==> config.mk <==
export PLATFORM = sky130hd
export DESIGN_NAME = mem_refill_ctrl
export DESIGN_NICKNAME = d
export VERILOG_FILES = /design/src/rtl/mem_refill_ctrl_pkg.sv /design/src/rtl/mem_refill_ctrl_addr_gen.sv /design/src/rtl/mem_refill_ctrl.sv
export SDC_FILE = /design/constraint.sdc
export NUM_CORES = 1
export LEC_CHECK = 0
export BUFFER_PORTS_ARGS = -buffer_cell sky130_fd_sc_hd__buf_2
export CAP_MARGIN = 20
export CORE_MARGIN = 2
export CORE_UTILIZATION = 55
export CTS_BUF_LIST = sky130_fd_sc_hd__clkbuf_4
export DETAILED_ROUTE_END_ITERATION = 10
export PLACE_DENSITY = 0.87
export SETUP_SLACK_MARGIN = 0.15
export SYNTH_ARGS = -nofsm -noshare
export SYNTH_HDL_FRONTEND = slang
export SYNTH_SLANG_ARGS = --single-unit
==> constraint.sdc <==
create_clock -name Clk -period 4.02 [get_ports Clk]
set_clock_uncertainty 0.15 [all_clocks]
set_input_delay 0.603 -clock Clk [delete_from_list [all_inputs] [get_ports Clk]]
set_output_delay 0.603 -clock Clk [all_outputs]
set_load 0.01 [all_outputs]
==> src/rtl/mem_refill_ctrl_pkg.sv <==
// Shared refill-controller types: FSM encoding and cache-line geometry.
package mem_refill_ctrl_pkg;

  localparam int LINE_WORDS_DEF = 4;
  localparam int WORD_OFF_W     = 2;

  typedef enum logic [1:0] {
    ST_IDLE  = 2'd0,
    ST_DFILL = 2'd1,
    ST_IFILL = 2'd2,
    ST_DONE  = 2'd3
  } refill_state_e;

  function automatic int line_off_w(input int line_words);
    return $clog2(line_words) + WORD_OFF_W;
  endfunction

endpackage

==> src/rtl/mem_refill_ctrl_addr_gen.sv <==
// Line base latch and word counter; next_addr is the word address to issue next.
// On load, next_addr bypasses to the aligned miss address so the request goes out on the same edge.
module refill_addr_gen
  import mem_refill_ctrl_pkg::*;
#(
  parameter int LINE_WORDS = LINE_WORDS_DEF,
  parameter int AW         = 32
) (
  input  logic                          clk,
  input  logic                          rst_n,
  input  logic                          load,
  input  logic [AW-1:0]                 load_addr,
  input  logic                          adv,
  input  logic                          clr,
  output logic [$clog2(LINE_WORDS)-1:0] cnt,
  output logic                          last,
  output logic [AW-1:0]                 next_addr
);

  localparam int IDX_W = $clog2(LINE_WORDS);
  localparam int OFF_W = line_off_w(LINE_WORDS);
  localparam logic [AW-1:0] OFF_MASK = {{(AW-OFF_W){1'b0}}, {OFF_W{1'b1}}};

  logic [AW-1:0]    base_q, base_d, load_base;
  logic [IDX_W-1:0] cnt_q, cnt_d;

  assign load_base = load_addr & ~OFF_MASK;
  assign last      = (cnt_q == IDX_W'(LINE_WORDS - 1));
  assign cnt       = cnt_q;
  assign next_addr = load ? load_base
                          : base_q + {{(AW-OFF_W){1'b0}}, cnt_q, {WORD_OFF_W{1'b0}}};

  // The counter saturates on the last word; only load or the DONE clear returns it to zero.
  always_comb begin
    base_d = load ? load_base : base_q;
    cnt_d  = cnt_q;
    if (load || clr) begin
      cnt_d = '0;
    end else if (adv && !last) begin
      cnt_d = cnt_q + IDX_W'(1);
    end
  end

  always_ff @(posedge clk or negedge rst_n) begin
    if (!rst_n) begin
      base_q <= '0;
      cnt_q  <= '0;
    end else begin
      base_q <= base_d;
      cnt_q  <= cnt_d;
    end
  end

endmodule

==> src/rtl/mem_refill_ctrl.sv <==
// Cache-line refill controller: data misses take priority over instruction misses, one word read in flight.
// Zero-wait memory gives Done 2*LINE_WORDS+1 cycles after the miss is accepted; all outputs registered.
module mem_refill_ctrl
  import mem_refill_ctrl_pkg::*;
#(
  parameter int LINE_WORDS = LINE_WORDS_DEF,
  parameter int AW         = 32
) (
  input  logic                          Clk,
  input  logic                          Rst,
  input  logic                          Imiss,
  input  logic [AW-1:0]                 IMissAddr,
  input  logic                          Dmiss,
  input  logic [AW-1:0]                 DMissAddr,
  output logic                          MemReq,
  output logic [AW-1:0]                 MemAddr,
  input  logic                          MemAck,
  input  logic [31:0]                   MemRData,
  output logic                          IRefillValid,
  output logic                          DRefillValid,
  output logic [31:0]                   RefillData,
  output logic [$clog2(LINE_WORDS)-1:0] RefillIdx,
  output logic                          IRefillDone,
  output logic                          DRefillDone,
  output logic                          Busy
);

  localparam int IDX_W = $clog2(LINE_WORDS);

  refill_state_e    state_q, state_d;
  logic             own_d_q, own_d_d;
  logic             blk_i_q, blk_i_d, blk_d_q, blk_d_d;
  logic             mem_req_q, mem_req_d;
  logic [AW-1:0]    mem_addr_q, mem_addr_d;
  logic             i_vld_q, i_vld_d, d_vld_q, d_vld_d;
  logic [31:0]      rdata_q, rdata_d;
  logic [IDX_W-1:0] idx_q, idx_d;
  logic             i_done_q, i_done_d, d_done_q, d_done_d;
  logic             busy_q, busy_d;

  logic             fill, ack, dmiss_ok, imiss_ok, load, last;
  logic [IDX_W-1:0] cnt;
  logic [AW-1:0]    next_addr;

  assign fill     = (state_q == ST_DFILL) || (state_q == ST_IFILL);
  assign ack      = fill && mem_req_q && MemAck;
  // A port that just finished stays masked until its miss line has been seen low.
  assign dmiss_ok = Dmiss && !blk_d_q;
  assign imiss_ok = Imiss && !blk_i_q;
  assign load     = (state_q == ST_IDLE) && (dmiss_ok || imiss_ok);

  refill_addr_gen #(
    .LINE_WORDS (LINE_WORDS),
    .AW         (AW)
  ) u_addr_gen (
    .clk       (Clk),
    .rst_n     (Rst),
    .load      (load),
    .load_addr (dmiss_ok ? DMissAddr : IMissAddr),
    .adv       (ack),
    .clr       (state_q == ST_DONE),
    .cnt       (cnt),
    .last      (last),
    .next_addr (next_addr)
  );

  always_ff @(posedge Clk or negedge Rst) begin
    if (!Rst) begin
      state_q <= ST_IDLE;
      own_d_q <= 1'b0;
      blk_i_q <= 1'b0;
      blk_d_q <= 1'b0;
    end else begin
      state_q <= state_d;
      own_d_q <= own_d_d;
      blk_i_q <= blk_i_d;
      blk_d_q <= blk_d_d;
    end
  end

  always_comb begin
    state_d = state_q;
    unique case (state_q)
      ST_IDLE: begin
        if (dmiss_ok)      state_d = ST_DFILL;
        else if (imiss_ok) state_d = ST_IFILL;
      end
      ST_DFILL, ST_IFILL: begin
        if (ack && last) state_d = ST_DONE;
      end
      default: state_d = ST_IDLE;
    endcase
  end

  always_comb begin
    own_d_d    = load ? dmiss_ok : own_d_q;
    blk_i_d    = (state_q == ST_DONE) ? (!own_d_q && Imiss) : (blk_i_q && Imiss);
    blk_d_d    = (state_q == ST_DONE) ? ( own_d_q && Dmiss) : (blk_d_q && Dmiss);
    // Request drops for exactly the ack cycle, then re-issues at the advanced address.
    mem_req_d  = load || (fill && !ack);
    mem_addr_d = (load || (fill && !mem_req_q)) ? next_addr : mem_addr_q;
    i_vld_d    = ack && !own_d_q;
    d_vld_d    = ack &&  own_d_q;
    rdata_d    = ack ? MemRData : rdata_q;
    idx_d      = ack ? cnt : idx_q;
    i_done_d   = (state_q == ST_DONE) && !own_d_q;
    d_done_d   = (state_q == ST_DONE) &&  own_d_q;
    busy_d     = (state_d != ST_IDLE);
  end

  always_ff @(posedge Clk or negedge Rst) begin
    if (!Rst) begin
      mem_req_q  <= 1'b0;
      mem_addr_q <= '0;
      i_vld_q    <= 1'b0;
      d_vld_q    <= 1'b0;
      rdata_q    <= '0;
      idx_q      <= '0;
      i_done_q   <= 1'b0;
      d_done_q   <= 1'b0;
      busy_q     <= 1'b0;
    end else begin
      mem_req_q  <= mem_req_d;
      mem_addr_q <= mem_addr_d;
      i_vld_q    <= i_vld_d;
      d_vld_q    <= d_vld_d;
      rdata_q    <= rdata_d;
      idx_q      <= idx_d;
      i_done_q   <= i_done_d;
      d_done_q   <= d_done_d;
      busy_q     <= busy_d;
    end
  end

  assign MemReq       = mem_req_q;
  assign MemAddr      = mem_addr_q;
  assign IRefillValid = i_vld_q;
  assign DRefillValid = d_vld_q;
  assign RefillData   = rdata_q;
  assign RefillIdx    = idx_q;
  assign IRefillDone  = i_done_q;
  assign DRefillDone  = d_done_q;
  assign Busy         = busy_q;

endmodule

== After elaboration in Yosys (flattened, before gate mapping) ==
Index checks and enable logic that the tools add are counted.

* $add $sub $neg: 2
* Reduce and logical (&&, ||, !) cells: 32
* Eq/ne operators: 4
* Muxes and demuxes: 10

{| class="wikitable"
|+ Operator list
! operator !! count
|-
| 32-bit 2-to-1 mux || 2
|-
| 32-bit by 4-bit adder with 32-bit output || 1
|-
| 1-bit logical AND || 17
|-
| 2-bit 2-to-1 mux || 5
|-
| 2-bit equality test (second input constant) || 3
|-
| 1-bit logical NOT || 6
|-
| 1-bit logical OR || 5
|-
| 2-bit case mux with 2 select lines || 1
|-
| 2-bit nonzero test || 2
|-
| 2-bit by 1-bit adder with 2-bit output (second input constant) || 1
|-
| 2-bit by 1-bit equality test with 1-bit output (second input constant) || 1
|-
| 2-bit logical NOT || 1
|-
| 1-bit 2-to-1 mux || 2
|-
| 2-bit OR reduction || 1
|}

* Register bits after elaboration: 107
* Input port bits: 101

== Logic depth before layout (Yosys ltp) ==
* Depth in word-level cells: 8
* Gate-level depth with buffers: 7
* Mapped depth without buffers: 5

== Modules after synthesis ==
Synthesis repeated with hierarchy kept, for this count alone.

* Cells, all modules: 364
* Area, all modules: 4,779.6 um^2

{| class="wikitable"
|+ Modules (own cells, without submodules)
! module !! area each (um^2) !! times used !! cells an instance !! sequential area each (um^2)
|-
| mem_refill_ctrl || 3,470.8 || 1 || 291 || 1,926.8
|-
| refill_addr_gen || 1,308.8 || 1 || 73 || 750.7
|}

== Worst setup path before layout ==
OpenSTA, ideal clock, no wires.

* Kind: register to register
* Start: reg state_q[0]
* End: reg mem_addr_q[13] (netlist: MemAddr[13])
* Period minus slack after synthesis: 1.737 ns
* Path buffers: 2
* Setup time: 0.128 ns
* Path slack: 2.283 ns
* Arrival: 1.459 ns
* Cell stages (with the launch flop): 8
* Path through: dfrtp_1 inv_1 ha_1 nand2b_1 buf_2 buf_2 mux2i_1 mux2i_1

* Word-level cells in the longest chain between the ends: 4

{| class="wikitable"
|+ Ends and longest elaborated chain
! element !! RTL line !! source
|-
| start, declared || mem_refill_ctrl.sv:30 || <nowiki>refill_state_e state_q, state_d;</nowiki>
|-
| start signal, assigned || mem_refill_ctrl.sv:74 || <nowiki>state_q <= state_d;</nowiki>
|-
| 2-bit by 1-bit equality test with 1-bit output / 2-bit equality test (equally long branches) || mem_refill_ctrl.sv:45 || <nowiki>assign fill = (state_q == ST_DFILL) || (state_q == ST_IFILL);</nowiki>
|-
| 1-bit logical OR || mem_refill_ctrl.sv:45 ||
|-
| 1-bit logical AND || mem_refill_ctrl.sv:101 || <nowiki>mem_addr_d = (load || (fill && !mem_req_q)) ? next_addr : mem_addr_q;</nowiki>
|-
| 1-bit logical OR || mem_refill_ctrl.sv:101 ||
|-
| end signal, assigned || mem_refill_ctrl.sv:124 || <nowiki>mem_addr_q <= mem_addr_d;</nowiki>
|-
| end, declared || mem_refill_ctrl.sv:34 || <nowiki>logic [AW-1:0] mem_addr_q, mem_addr_d;</nowiki>
|}

Several ways; a longest one is shown, not always the timed one.
A chain may end at the register's enable or synchronous reset.

== Worst setup path after layout ==
* Start: reg state_q[1]
* End: reg mem_addr_q[22] (netlist: MemAddr[22])

The elaborated chain is that of the path after synthesis.

==> reports/metrics.cfg <==
[finish]
final_common_cell = buf_2
final_nets = 679
diodes = 0
drive_gt1_share_pct = 32.6
nFillCells = 652
final_cell_mix = 161 x buf_2, 115 x mux2i_1, 109 x nand2_1
syn_to_final_growth_pct = 20.2
final_cell_area_um2 = 5690

[critical_path]
critical_path.most_common_cell = mux2i_1
path_cells = inv_1 > ha_1 > nand2b_2 > mux2i_1 > mux2i_1
cp_slowest_cell = nand2b_2
timing.rr.start = state_q[1]
crit_family = simple AND/OR/NAND/NOR gates
path_buf_inv = 1
worstRegToRegCells = 5
slowest_delay_ns = 0.79
cp-end-kind = flip-flop
cp_num_cells = 5
crit_fanout = 30
arrival_ns = 2.51
critPathKind = reg2reg
cp-startpoint = state_q[1]
cp.required_ns = 4.18
startpoint_type = flip-flop

[global_route]
grt_max_degree = 88
grt_pass1_vias = 3718
track_usage_pct = 22.0
grt_overflow = 0
antenna_found_initial = 0
grt_pass1_wl_um = 16900

[synthesis]
synth_top_family_by_area = multiplexers
synthAdderAreaFrac_pct = 0.793
synth-seq-cells = 105
dominantRegCellSynth = dfrtp_1
synth_cells = 419
yosys.area_share.simple_pct = 10.8
synth-compound-area-share_pct = 1.64
yosysWarnings = 0
synth-edff-count = 0
synth_top_cell_area_share_pct = 55.5
synthXorXnorAreaFrac_pct = 0.185
synthMuxAreaShare_pct = 24.3
async_reset_ff_share_pct = 100
yosys-top-cells-area = dfrtp_1 55%, mux2i_1 24%, nand2_1 8.6%
synth_area_um2 = 4740
synth.distinct_cells = 30
synth_top_area_cell = dfrtp_1
avgSynthCellArea_um2 = 11.3
seq_area_frac_synth_pct = 55.5

[timing]
rsz0062_at_grt = no
achievable-frequency_mhz = 426
tns_ns = 0
setup_viol = 0
hold_violations = 0
final.min_clock_period_ns = 2.35
setup_ws_ns = 1.67
slew_headroom_pct = 29.0
slew_violations = 0
fin_crit_sh_pct = 58.4
tightest_slew_ns = 1.07

[clocking]
root_buffer = clkbuf_4
clkSlewWorstSetupHoldPaths_ns = 0.16
cts_made_buffers = 9
clock_sinks = 105
cts_tree = yes
ctsHoldBuffers = 0
cts_resized = 0
post_cts.repair.setup_buffers = 0
htreeDepth = 3
cts_buffer_depth = 2
clkLatencyLatePin_ns = 0.45

[job]
maxCapViolations = 0

[detailed_routing]
drcViolationCount = 0
routedWlPerCell_um = 14.3
ant_nets = 0
vias = 3446
viasPerCell = 5.04
first_pass_iters = 4
postRouteWirelength_um = 9780
drtIter0Drc = 105

[floorplan]
die-area_um2 = 9370
core-area_um2 = 8300
die_w_um = 96.8
ios = 173
initial_core_util_pct = 57.1
die_h_um = 96.8
num_rows = 33

[worst_hold_path]
hold_depth = 3
hp-start = MemRData[5]
hold_class = in2reg

[placed_design]
place_hpwl_um = 6960
io_buffers = 162
post-place-ws_ns = 1.42
place_congestion = 0.799
placed_area_um2 = 5550

[power_and_ir_drop]
powerDensity_nw_per_um2 = 751
p_total_w = 0.00427
leakagePower_nw = 3.37
peakVddDrop_mv = 0.365

[run_status]
status = complete, no violations

-- worst min-delay path, stage by stage --
cell and delay, ns:
buf_2 0.07, nand2_1 0.04, nand2_1 0.04
-- registers in the layout, indices dropped and copies added, names as in the netlist --
name	count
RefillData	32
MemAddr	30
u_addr_gen.base_q	28
RefillIdx	2
state_q	2
u_addr_gen.cnt	2
Busy	1
DRefillDone	1
DRefillValid	1
IRefillDone	1
IRefillValid	1
MemReq	1
blk_d_q	1
blk_i_q	1
own_d_q	1
-- final cells by class --
class	instances	area, µm²	share of cell area [%]
Clock buffer	9	67.6	1.19
Clock inverter	6	43.8	0.769
Inverter	32	120	2.11
Multi-Input combinational cell	258	1810	31.9
Sequential cell	105	2630	46.2
Tap cell	105	131	2.31
Timing Repair Buffer	169	888	15.6
-- report_power, final --
group	internal [W]	leakage, nW	total (W)	switching (W)
Sequential	0.00156	1.27	0.00184	0.000271
Clock	0.000128	0.0626	0.000469	0.000341
Combinational	0.000888	2.04	0.00197	0.00108
Total	0.00258	3.37	0.00427	0.00169
-- path summary, 6_finish.rpt --
| path | endpoint | slack [ns] |
|---|---|---|
| setup reg to reg | MemAddr[22] | 1.67 |
| max in group asynchronous | u_addr_gen.base_q[25] | 2.24 |
| hold reg to reg | RefillData[24] | 0.34 |
| setup / recovery | MemAddr[22] | 1.67 |
| hold / removal | RefillData[5] | 0.18 |
| min in group asynchronous | u_addr_gen.base_q[19] | 0.53 |
-- synth_stat cells (2+ instances only) --
cell type / instances
a21oi_1: 3
and2_1: 2
buf_2: 7
buf_4: 5
buf_6: 7
buf_8: 2
clkbuf_1: 4
dfrtp_1: 105
ha_1: 3
inv_1: 32
mux2i_1: 115
nand2_1: 109
nor2_1: 5
nor2b_1: 3
nor3_2: 2
-- through the flow --
stage | utilization [%] | std cells | hold WS (ns)
after floorplan | - | 420 | 0.157
after global placement | 66.7 | 666 | 0.301
after detailed placement | 66.9 | 667 | 0.308
after CTS | 68.2 | 682 | 0.160
after global routing | 68.6 | 684 | 0.165
final | 68.6 | 684 | 0.182
-- layer usage --
layer	vias up	track usage (%)	share of wire [%]
met3	15	5.35	5.2
met2	100	39.2	51
met1	1657	25.9	42
met5	-	0	0
li1	1674	-	-
met4	0	7.91	1.8
-- logic make-up (layout without fill, tap and decap cells) --
group                    after synthesis  after routing
AND/OR/NAND/NOR                      126            126
multiplexers                         115            115
flip-flops                           105            105
buffers and inverters                 57            216
AO/OA/AOI/OAI                         11             11
adder cells (fa/ha/maj)                3              3
other                                  1              2
XOR/XNOR                               1              1
Power figures use the tool's default switching activity.
